## src/rtl/irq_controller_pkg.sv

```systemverilog
// Shared constants and state encoding for the interrupt controller.
package irq_controller_pkg;

   localparam logic [1:0] IRQ_REG_MASK  = 2'd0;
   localparam logic [1:0] IRQ_REG_PEND  = 2'd1;
   localparam logic [1:0] IRQ_REG_EDGE  = 2'd2;
   localparam logic [1:0] IRQ_REG_CLAIM = 2'd3;

   // Sliced down to ID_W at the point of use.
   localparam logic [31:0] IRQ_SPURIOUS_ID = '1;

   typedef enum logic {
      IRQ_ST_IDLE    = 1'b0,
      IRQ_ST_SERVICE = 1'b1
   } irq_state_e;

endpackage

```

## src/rtl/irq_controller_if.sv

```systemverilog
// Processor-side IRQ handshake and register bus of the interrupt controller.
interface irq_controller_if #(
   parameter int DATA_W = 32
);
   logic              IRQ;
   logic              IRQ_ACK;
   logic              EOI;
   logic              REG_WE;
   logic [1:0]        REG_ADDR;
   logic [DATA_W-1:0] REG_WDATA;
   logic [DATA_W-1:0] REG_RDATA;

   modport slave (
      output IRQ, REG_RDATA,
      input  IRQ_ACK, EOI, REG_WE, REG_ADDR, REG_WDATA
   );

   modport master (
      input  IRQ, REG_RDATA,
      output IRQ_ACK, EOI, REG_WE, REG_ADDR, REG_WDATA
   );
endinterface

```

## src/rtl/irq_controller_prio_encoder.sv

```systemverilog
// Lowest-index-first priority encoder over the eligible pending vector.
module irq_prio_encoder #(
   parameter int NUM_SRC = 8,
   parameter int ID_W    = 5
) (
   input  logic [NUM_SRC-1:0] req,
   output logic               valid,
   output logic [ID_W-1:0]    id
);

   always_comb begin
      valid = 1'b0;
      id    = '0;
      // Scan downward so the lowest set index is the last one written.
      for (int i = NUM_SRC - 1; i >= 0; i--) begin
         if (req[i]) begin
            valid = 1'b1;
            id    = ID_W'(i);
         end
      end
   end

endmodule

```

## src/rtl/irq_controller.sv

```systemverilog
// Interrupt controller: edge/level source latching, masking, registered IRQ and claim/EOI.
// Optional IRQ_SYNC_EN adds a 2-flop synchronizer on every SRC bit.
module irq_controller
   import irq_controller_pkg::*;
#(
   parameter int NUM_SRC = 8,
   parameter int DATA_W  = 32,
   parameter int ID_W    = 5
) (
   input  logic               clk,
   input  logic               RESET_N,
   input  logic [NUM_SRC-1:0] SRC,
   irq_controller_if.slave    bus
);

   logic [NUM_SRC-1:0] src_s;

`ifdef IRQ_SYNC_EN
   logic [NUM_SRC-1:0] sync1_q, sync2_q;

   always_ff @(posedge clk or negedge RESET_N) begin
      if (!RESET_N) begin
         sync1_q <= '0;
         sync2_q <= '0;
      end else begin
         sync1_q <= SRC;
         sync2_q <= sync1_q;
      end
   end

   assign src_s = sync2_q;
`else
   assign src_s = SRC;
`endif

   logic [NUM_SRC-1:0] mask_q, mask_d;
   logic [NUM_SRC-1:0] edge_q, edge_d;
   logic [NUM_SRC-1:0] pend_q, pend_d;
   logic [NUM_SRC-1:0] prev_q, prev_d;
   logic [ID_W-1:0]    claim_q, claim_d;
   irq_state_e         state_q, state_d;
   logic               irq_q, irq_d;

   logic [NUM_SRC-1:0] pending, eligible, rise, w1c, claim_clr;
   logic               prio_vld;
   logic [ID_W-1:0]    prio_id;
   logic [DATA_W-1:0]  rdata;
   logic               unused_wdata;

   // Level bits are live views of the source; only edge bits hold state.
   assign pending  = (edge_q & pend_q) | (~edge_q & src_s);
   assign eligible = pending & mask_q;
   assign rise     = src_s & ~prev_q;

   irq_prio_encoder #(
      .NUM_SRC (NUM_SRC),
      .ID_W    (ID_W)
   ) u_prio (
      .req   (eligible),
      .valid (prio_vld),
      .id    (prio_id)
   );

   always_comb begin
      mask_d    = mask_q;
      edge_d    = edge_q;
      state_d   = state_q;
      claim_d   = claim_q;
      prev_d    = src_s;
      w1c       = '0;
      claim_clr = '0;

      if (bus.REG_WE) begin
         case (bus.REG_ADDR)
            IRQ_REG_MASK: mask_d = bus.REG_WDATA[NUM_SRC-1:0];
            IRQ_REG_PEND: w1c    = bus.REG_WDATA[NUM_SRC-1:0];
            IRQ_REG_EDGE: edge_d = bus.REG_WDATA[NUM_SRC-1:0];
            default: ;
         endcase
      end

      case (state_q)
         IRQ_ST_IDLE: begin
            if (bus.IRQ_ACK) begin
               if (prio_vld) begin
                  claim_d   = prio_id;
                  claim_clr = NUM_SRC'(1) << prio_id;
                  state_d   = IRQ_ST_SERVICE;
               end else begin
                  claim_d = IRQ_SPURIOUS_ID[ID_W-1:0];
               end
            end
         end
         IRQ_ST_SERVICE: begin
            // EOI beats a coincident ACK; the ACK is simply not looked at here.
            if (bus.EOI) state_d = IRQ_ST_IDLE;
         end
         default: state_d = IRQ_ST_IDLE;
      endcase

      // Set wins over clear; masking with edge_q clears bits while level-type.
      pend_d = (rise | (pend_q & ~(w1c | claim_clr))) & edge_q;
      irq_d  = (|eligible) && (state_d == IRQ_ST_IDLE);
   end

   always_ff @(posedge clk or negedge RESET_N) begin
      if (!RESET_N) begin
         mask_q  <= '0;
         edge_q  <= '0;
         pend_q  <= '0;
         prev_q  <= '0;
         claim_q <= IRQ_SPURIOUS_ID[ID_W-1:0];
         state_q <= IRQ_ST_IDLE;
         irq_q   <= 1'b0;
      end else begin
         mask_q  <= mask_d;
         edge_q  <= edge_d;
         pend_q  <= pend_d;
         prev_q  <= prev_d;
         claim_q <= claim_d;
         state_q <= state_d;
         irq_q   <= irq_d;
      end
   end

   always_comb begin
      rdata = '0;
      case (bus.REG_ADDR)
         IRQ_REG_MASK: rdata[NUM_SRC-1:0] = mask_q;
         IRQ_REG_PEND: rdata[NUM_SRC-1:0] = pending;
         IRQ_REG_EDGE: rdata[NUM_SRC-1:0] = edge_q;
         default: begin
            rdata[ID_W-1:0] = claim_q;
            rdata[ID_W]     = (state_q == IRQ_ST_SERVICE);
         end
      endcase
   end

   assign bus.REG_RDATA = rdata;
   assign bus.IRQ       = irq_q;
   assign unused_wdata  = ^bus.REG_WDATA;

endmodule

```

## src/flat_wrapper.sv

```systemverilog
// flat-port wrapper written by rule: the top's interface ports become plain ports
module irq_controller_flat import irq_controller_pkg::*;
#(
   parameter int NUM_SRC = 8,
   parameter int DATA_W  = 32,
   parameter int ID_W    = 5
)
  (clk, RESET_N, SRC, bus_IRQ, bus_REG_RDATA, bus_IRQ_ACK, bus_EOI, bus_REG_WE, bus_REG_ADDR, bus_REG_WDATA);
  irq_controller_if #(.DATA_W(DATA_W)) bus_i ();
  input  logic clk;
  input  logic RESET_N;
  input  logic [NUM_SRC-1:0] SRC;
  output wire logic [$bits(bus_i.IRQ)-1:0] bus_IRQ;
  output wire logic [$bits(bus_i.REG_RDATA)-1:0] bus_REG_RDATA;
  input wire logic [$bits(bus_i.IRQ_ACK)-1:0] bus_IRQ_ACK;
  input wire logic [$bits(bus_i.EOI)-1:0] bus_EOI;
  input wire logic [$bits(bus_i.REG_WE)-1:0] bus_REG_WE;
  input wire logic [$bits(bus_i.REG_ADDR)-1:0] bus_REG_ADDR;
  input wire logic [$bits(bus_i.REG_WDATA)-1:0] bus_REG_WDATA;
  assign bus_IRQ = bus_i.IRQ;
  assign bus_REG_RDATA = bus_i.REG_RDATA;
  assign bus_i.IRQ_ACK = bus_IRQ_ACK;
  assign bus_i.EOI = bus_EOI;
  assign bus_i.REG_WE = bus_REG_WE;
  assign bus_i.REG_ADDR = bus_REG_ADDR;
  assign bus_i.REG_WDATA = bus_REG_WDATA;
  irq_controller #(.NUM_SRC(NUM_SRC), .DATA_W(DATA_W), .ID_W(ID_W)) u_core (.clk(clk), .RESET_N(RESET_N), .SRC(SRC), .bus(bus_i));
endmodule
```

## config.mk

```make
export PLATFORM = sky130hd
export DESIGN_NAME = irq_controller_flat
export DESIGN_NICKNAME = d
export VERILOG_FILES = /design/src/rtl/irq_controller_pkg.sv /design/src/rtl/irq_controller_if.sv /design/src/rtl/irq_controller_prio_encoder.sv /design/src/rtl/irq_controller.sv /design/src/flat_wrapper.sv
export SDC_FILE = /design/constraint.sdc
export NUM_CORES = 1
export LEC_CHECK = 0
export ABC_AREA = 1
export CAP_MARGIN = 20
export CORE_ASPECT_RATIO = 0.7
export CORE_UTILIZATION = 45
export CTS_CLUSTER_SIZE = 16
export DETAILED_ROUTE_END_ITERATION = 6
export PLACE_DENSITY = 0.81
export SYNTH_ARGS = -nofsm -noshare
export SYNTH_HDL_FRONTEND = slang
export SYNTH_SLANG_ARGS = --single-unit
export TNS_END_PERCENT = 30
```

## constraint.sdc

```tcl
create_clock -name clk -period 1.9 [get_ports clk]
set_clock_uncertainty 0.2 [all_clocks]
set_input_delay 0.38 -clock clk [delete_from_list [all_inputs] [get_ports clk]]
set_output_delay 0.38 -clock clk [all_outputs]
set_load 0.02 [all_outputs]
```

==> impl_metrics.py, run 1 <==
metrics = {
    "outcome": {
        "outcome": "finished, violations left",
        "violations": "setup timing",
    },
    "final_layout": {
        "regArea_sq_um": 956,
        "drive_gt1_share_pct": 40.2,
        "final_cell_mix": "buf_4 (64), nand2_1 (56), dfrtp_1 (34)",
        "syn2layout_area_growth_pct": 40.1,
        "nets": 407,
        "final_util_pct": 68.4,
        "antenna_cells": 0,
        "fillers": 367,
        "multi_input_area_sq_mm": 0.00108,
        "fin_area_sq_mm": 0.00308,
        "final_common_cell": "buf_4",
        "stdcell_count": 416,
    },
    "routing": {
        "ant_nets": 0,
        "first_pass_iters": 4,
        "vias": 2030,
        "viasPerCell": 4.88,
        "drt-initial-drc-count": 115,
        "wl_per_cell_um": 13.3,
        "drc_errors": 0,
        "wl_mm": 5.52,
    },
    "synth": {
        "ys_async_sr_fraction_pct": 100,
        "synth_edf_count": 0,
        "synth_seq_cells": 38,
        "synth-warning-count": 0,
        "postSynthAreaPerCell_sq_um": 8.17,
        "synthCells": 269,
        "ys_seq_area_share_pct": 43.5,
        "synthesis.area_sq_mm": 0.00220,
        "ys.flop_type": "dfrtp_1",
        "synthDistinctLibCells": 37,
    },
    "setup_path": {
        "cp-start-kind": "register",
        "endpoint_kind": "register",
        "slowest_delay_ps": 390,
        "criticalPathCategory": "reg2reg",
        "critPathLaunch": "u_core.edge_q[1]",
        "required_ps": 1890,
        "path_cells": "inv_2 -> o21ai_2 -> buf_4 -> buf_4 -> nand2_4 -> nand2_4 -> nor2_4 -> nand2_2 -> nor2_4 -> nand4_1 -> nand2_1 -> a21oi_2",
        "cp_max_fo": 4,
        "cp_slowest_cell": "dfrtp_1",
        "worstPathArrival_ps": 1950,
        "r2r_start": "u_core.edge_q[1]",
    },
    "cts": {
        "cts-root-buf": "clkbuf_8",
        "clock_latency_ps": 290,
        "cts_buffers": 5,
        "clk_pin_slew_ps": 70,
        "clockBufferDepth": 2,
        "cts_tree": "yes",
        "cts_max_level": 2,
        "cts_sinks": 38,
    },
    "die": {
        "core_sq_mm": 0.00450,
        "dieHeight_um": 60.5,
        "rows": 20,
        "io-pin-count": 80,
        "start_util_pct": 48.8,
        "dieWidth_um": 85.5,
        "die-area_sq_mm": 0.00517,
    },
    "global_routing": {
        "overflow": 0,
        "grt_pass1_vias": 1975,
        "antenna_found_initial": 0,
        "gr-usage-all-layers_pct": 23.0,
        "grt_max_degree": 39,
        "grt_pass1_wl_mm": 8.89,
    },
    "placement": {
        "gp_congestion": 0.866,
        "portBuffers": 31,
        "dpl_cell_area_sq_mm": 0.00280,
        "dp_hpwl_mm": 3.83,
        "dp.cells": 394,
        "dp_slack_ps": -869,
    },
    "sta": {
        "fin_crit_sh_pct": 103,
        "finalHoldViolCount": 0,
        "slew_violations": 0,
        "setup_violations": 4,
        "rsz0062_at_grt": "yes",
        "whs_ps": 138,
        "min_period_ps": 1960,
        "fmax_mhz": 509,
        "worst_slack_ps": -63.3,
    },
    "job": {
        "cap_viol_max_count": 0,
    },
    "power_and_ir_drop": {
        "peakVddDrop_mv": 0.447,
        "power-per-cell-area_mw_per_mm2": 889,
        "leakagePower_nw": 1.55,
    },
    "min_path": {
        "hold_start": "SRC[6]",
        "hold_path.class": "in2reg",
    },
}
-- timing repair --
item                       CTS  global route
pin swaps                    6            14
hold buffers                 1             0
gates resized for setup     72            17
hold endpoints to repair    34             0
setup buffers                8             5
setup endpoints to repair   17            16
-- stage by stage --
| step | power [mW] | TNS (ps) |
|---|---|---|
| floorplan | 1.65 | 0 |
| global placement | 2.01 | -10800 |
| detailed placement | 2.04 | -11510 |
| CTS | 2.64 | -85.8 |
| global route | 2.90 | -886 |
| finish | 2.74 | -167 |
-- worst paths after layout --
check,end,slack (ps),cells after the start
worst max-delay path,u_core.pend_q[5],-60,12
worst min-delay path,u_core.prev_q[6],140,1
worst max register to register,u_core.pend_q[5],-60,12
worst min register to register,u_core.pend_q[2],290,3
max in group asynchronous,u_core.claim_q[2],670,3
min in group asynchronous,u_core.prev_q[5],470,3
-- area by class of cell --
type	count	share of cell area, %
inverter	43	5.36
clock buffer	8	2.93
sequential	38	31.0
timing repair buffer	89	23.4
tap	55	2.23
multi-input combinational	183	35.0
-- registers in the layout, summed over array words and instances (netlist names) --
| register | cells |
|---|---|
| u_core.mask_q | 8 |
| u_core.bus.IRQ | 1 |
| u_core.claim_q | 4 |
| u_core.prev_q | 8 |
| u_core.state_q | 1 |
| u_core.pend_q | 8 |
| u_core.edge_q | 8 |
-- cell usage after synthesis (2+ instances only) --
master,number,area share [%]
a21oi_1,4,0.91
a21oi_2,5,2.0
a221oi_1,2,0.80
a31oi_1,7,2.0
buf_2,2,0.46
buf_4,24,8.2
clkbuf_1,2,0.34
dfrtp_1,34,39
dfstp_2,4,4.8
inv_1,26,4.4
inv_2,15,2.6
nand2_1,63,11
nand2_2,9,2.6
nand2_4,3,1.5
nand3_1,9,2.0
nand4_1,5,1.4
nor2_1,9,1.5
nor2_2,2,0.57
o2111ai_1,4,1.6
o21ai_1,20,4.6
o21ai_2,3,1.2
or2_2,2,0.57
-- power breakdown --
group / internal (mW) / switching (mW)
logic: 0.492 / 0.615
registers: 0.973 / 0.0795
clock network: 0.296 / 0.281
total: 1.76 / 0.975
-- worst max-delay path: cells and delay by family, from the launching register on --
kind / cells / cell delay [ps]
and+or+nand+nor: 7 / 770
AOI/OAI and AO/OA: 2 / 130
DFF: 1 / 390
buffers and inverters: 3 / 360
-- layer usage --
| metal | share of wire [%] | global-route usage [%] |
|---|---|---|
| met5 | 0 | 0 |
| met3 | 5.6 | 5.85 |
| met1 | 47 | 30.3 |
| met2 | 47 | 37.5 |
| met4 | 0.82 | 8.57 |
-- logic make-up after synthesis --
logic type,Yosys count,synth area share [%]
simple gates,108,24.5
buf+inv,71,16.5
compound gates,51,15.4
flops,38,43.5
other cells,1,0.171
No activity file was read; power rests on OpenSTA's default activity.
==> inputs of run 2 (changes only) <==
- CORE_UTILIZATION: 45 -> 30
- PLACE_DENSITY: 0.81 -> unset
- SLEW_MARGIN: unset -> 5
==> impl_metrics.py, run 2 (synthesis gave the netlist of run 1 again) <==
metrics = {
    "routing": {
        "met1_length_mm": 2.73,
        "routed.top_layer": "met4",
        "viasPerCell": 4.32,
        "met3WireLength_um": 339,
        "drc_errors": 0,
        "vias": 1958,
        "first_pass_iters": 4,
        "ant_nets": 0,
        "wl_mm": 5.76,
        "drt-initial-drc-count": 107,
        "wl_met2_mm": 2.63,
        "wl_per_cell_um": 12.7,
    },
    "power_and_ir_drop": {
        "p_comb_share_pct": 40.0,
        "power-per-cell-area_mw_per_mm2": 899,
        "p_seq_share_pct": 36.3,
        "netSwitchingFraction_pct": 34.8,
        "peakVddDrop_mv": 0.339,
        "power.switching_mw": 1.01,
        "leakagePower_nw": 1.58,
        "power.internal_mw": 1.89,
        "p_clk_share_pct": 23.7,
    },
    "die": {
        "rows": 25,
        "core_sq_mm": 0.00691,
        "start_util_pct": 31.8,
        "dieWidth_um": 104,
        "die-area_sq_mm": 0.00768,
        "io-pin-count": 80,
        "dieHeight_um": 73.6,
    },
    "sta": {
        "worst_slew_pin_slew_ps": 503,
        "finalHoldViolCount": 0,
        "slew_violations": 0,
        "min_period_ps": 1970,
        "whs_ps": 40.7,
        "fmax_mhz": 507,
        "slew_headroom_pct": 66.5,
        "setup_violations": 6,
        "fin_crit_sh_pct": 104,
        "rsz0062_at_grt": "yes",
        "worst_slack_ps": -73.6,
        "setup-tns-final_ps": -208,
    },
    "final_layout": {
        "final_common_cell": "buf_4",
        "stdcell_count": 453,
        "final_cell_mix": "buf_4 (56), nand2_1 (53), dfrtp_1 (34)",
        "regArea_sq_um": 956,
        "multi_input_area_sq_mm": 0.00113,
        "syn2layout_area_growth_pct": 46.5,
        "nets": 405,
        "drive_gt1_share_pct": 41.5,
        "fin_area_sq_mm": 0.00322,
        "fillers": 707,
        "antenna_cells": 0,
    },
    "setup_path": {
        "worstPathArrival_ps": 1390,
        "criticalPathCategory": "in2out",
        "critPathLaunch": "bus_REG_ADDR[1]",
        "rr_worst_depth": 12,
        "r2r_start": "u_core.edge_q[2]",
        "cp_max_fo": 5,
        "required_ps": 1320,
        "endpoint_kind": "primary output",
        "cp-start-kind": "primary input",
    },
    "placement": {
        "dp_hpwl_mm": 4.03,
        "dpl_cell_area_sq_mm": 0.00285,
        "dp.cells": 432,
        "gp_congestion": 0.861,
        "portBuffers": 31,
        "dp_slack_ps": -850,
    },
    "global_routing": {
        "gr-usage-all-layers_pct": 15.1,
        "grt_max_degree": 39,
        "grt_pass1_wl_mm": 8.69,
        "overflow": 0,
        "antenna_found_initial": 0,
        "grt_pass1_vias": 1807,
    },
    "cts": {
        "clockBufferDepth": 2,
        "cts_max_level": 2,
        "cts_buffers": 5,
        "clock_latency_ps": 300,
        "cts-root-buf": "clkbuf_8",
        "clk_pin_slew_ps": 80,
        "cts_sinks": 38,
        "cts_tree": "yes",
    },
    "job": {
        "cap_viol_max_count": 0,
    },
    "outcome": {
        "outcome": "finished, violations left",
        "violations": "setup timing",
    },
    "min_path": {
        "hold_path.class": "in2reg",
        "hold_start": "SRC[6]",
        "holdPathStages": 1,
    },
}
[run 2: per-stage QoR]
step / total power, mW / utilization, %
floorplan: 1.65 / -
global placement: 2.04 / 41.2
detailed placement: 2.05 / 41.2
CTS: 2.77 / 43.9
global route: 3.06 / 46.6
finish: 2.89 / 46.6
[run 2: final timing paths]
kind,to,slack [ps]
max,bus_REG_RDATA[0],-70
min,u_core.prev_q[6],40
max reg2reg,u_core.pend_q[1],30
min reg2reg,u_core.claim_q[2],290
max in group asynchronous,u_core.claim_q[2],650
min in group asynchronous,u_core.prev_q[2],480
[run 2: routing by layer]
metal | GRT usage (%) | vias to the layer above
met3 | 3.37 | 7
met2 | 22.7 | 46
li1 | - | 992
met4 | 4.76 | 0
met1 | 21.5 | 913
met5 | 0 | -
[run 2: timing repair]
| item | in CTS | in global routing |
|---|---|---|
| endpoints found under the setup margin | 17 | 18 |
| cloned | 1 | 0 |
| pin swaps | 9 | 17 |
| resized for setup | 66 | 33 |
| buffers inserted | 3 | 8 |
| hold endpoints to repair | 34 | 0 |
| hold buffers | 1 | 0 |
[run 2: power groups by stage]
stage	registers [mW]	clock network, mW	logic, mW
floorplan	1.07	0	0.585
global placement	1.06	0	0.980
detailed placement	1.06	0	0.987
CTS	1.05	0.709	1.01
global route	1.06	0.736	1.26
finish	1.05	0.685	1.16
[run 2: cell type report]
type / count / area share, %
multi-input combinational: 183 / 35.1
sequential: 38 / 29.7
timing repair buffer: 87 / 23.1
inverter: 43 / 5.13
tap: 94 / 3.65
clock buffer: 7 / 2.37
clock inverter: 1 / 0.933
[run 2: worst max-delay path: stages]
cell and delay (ps):
clkdlybuf4s15_2 260, nor2_4 170, buf_6 160, buf_4 120, nand2_1 50, o2111ai_1 80, buf_4 180
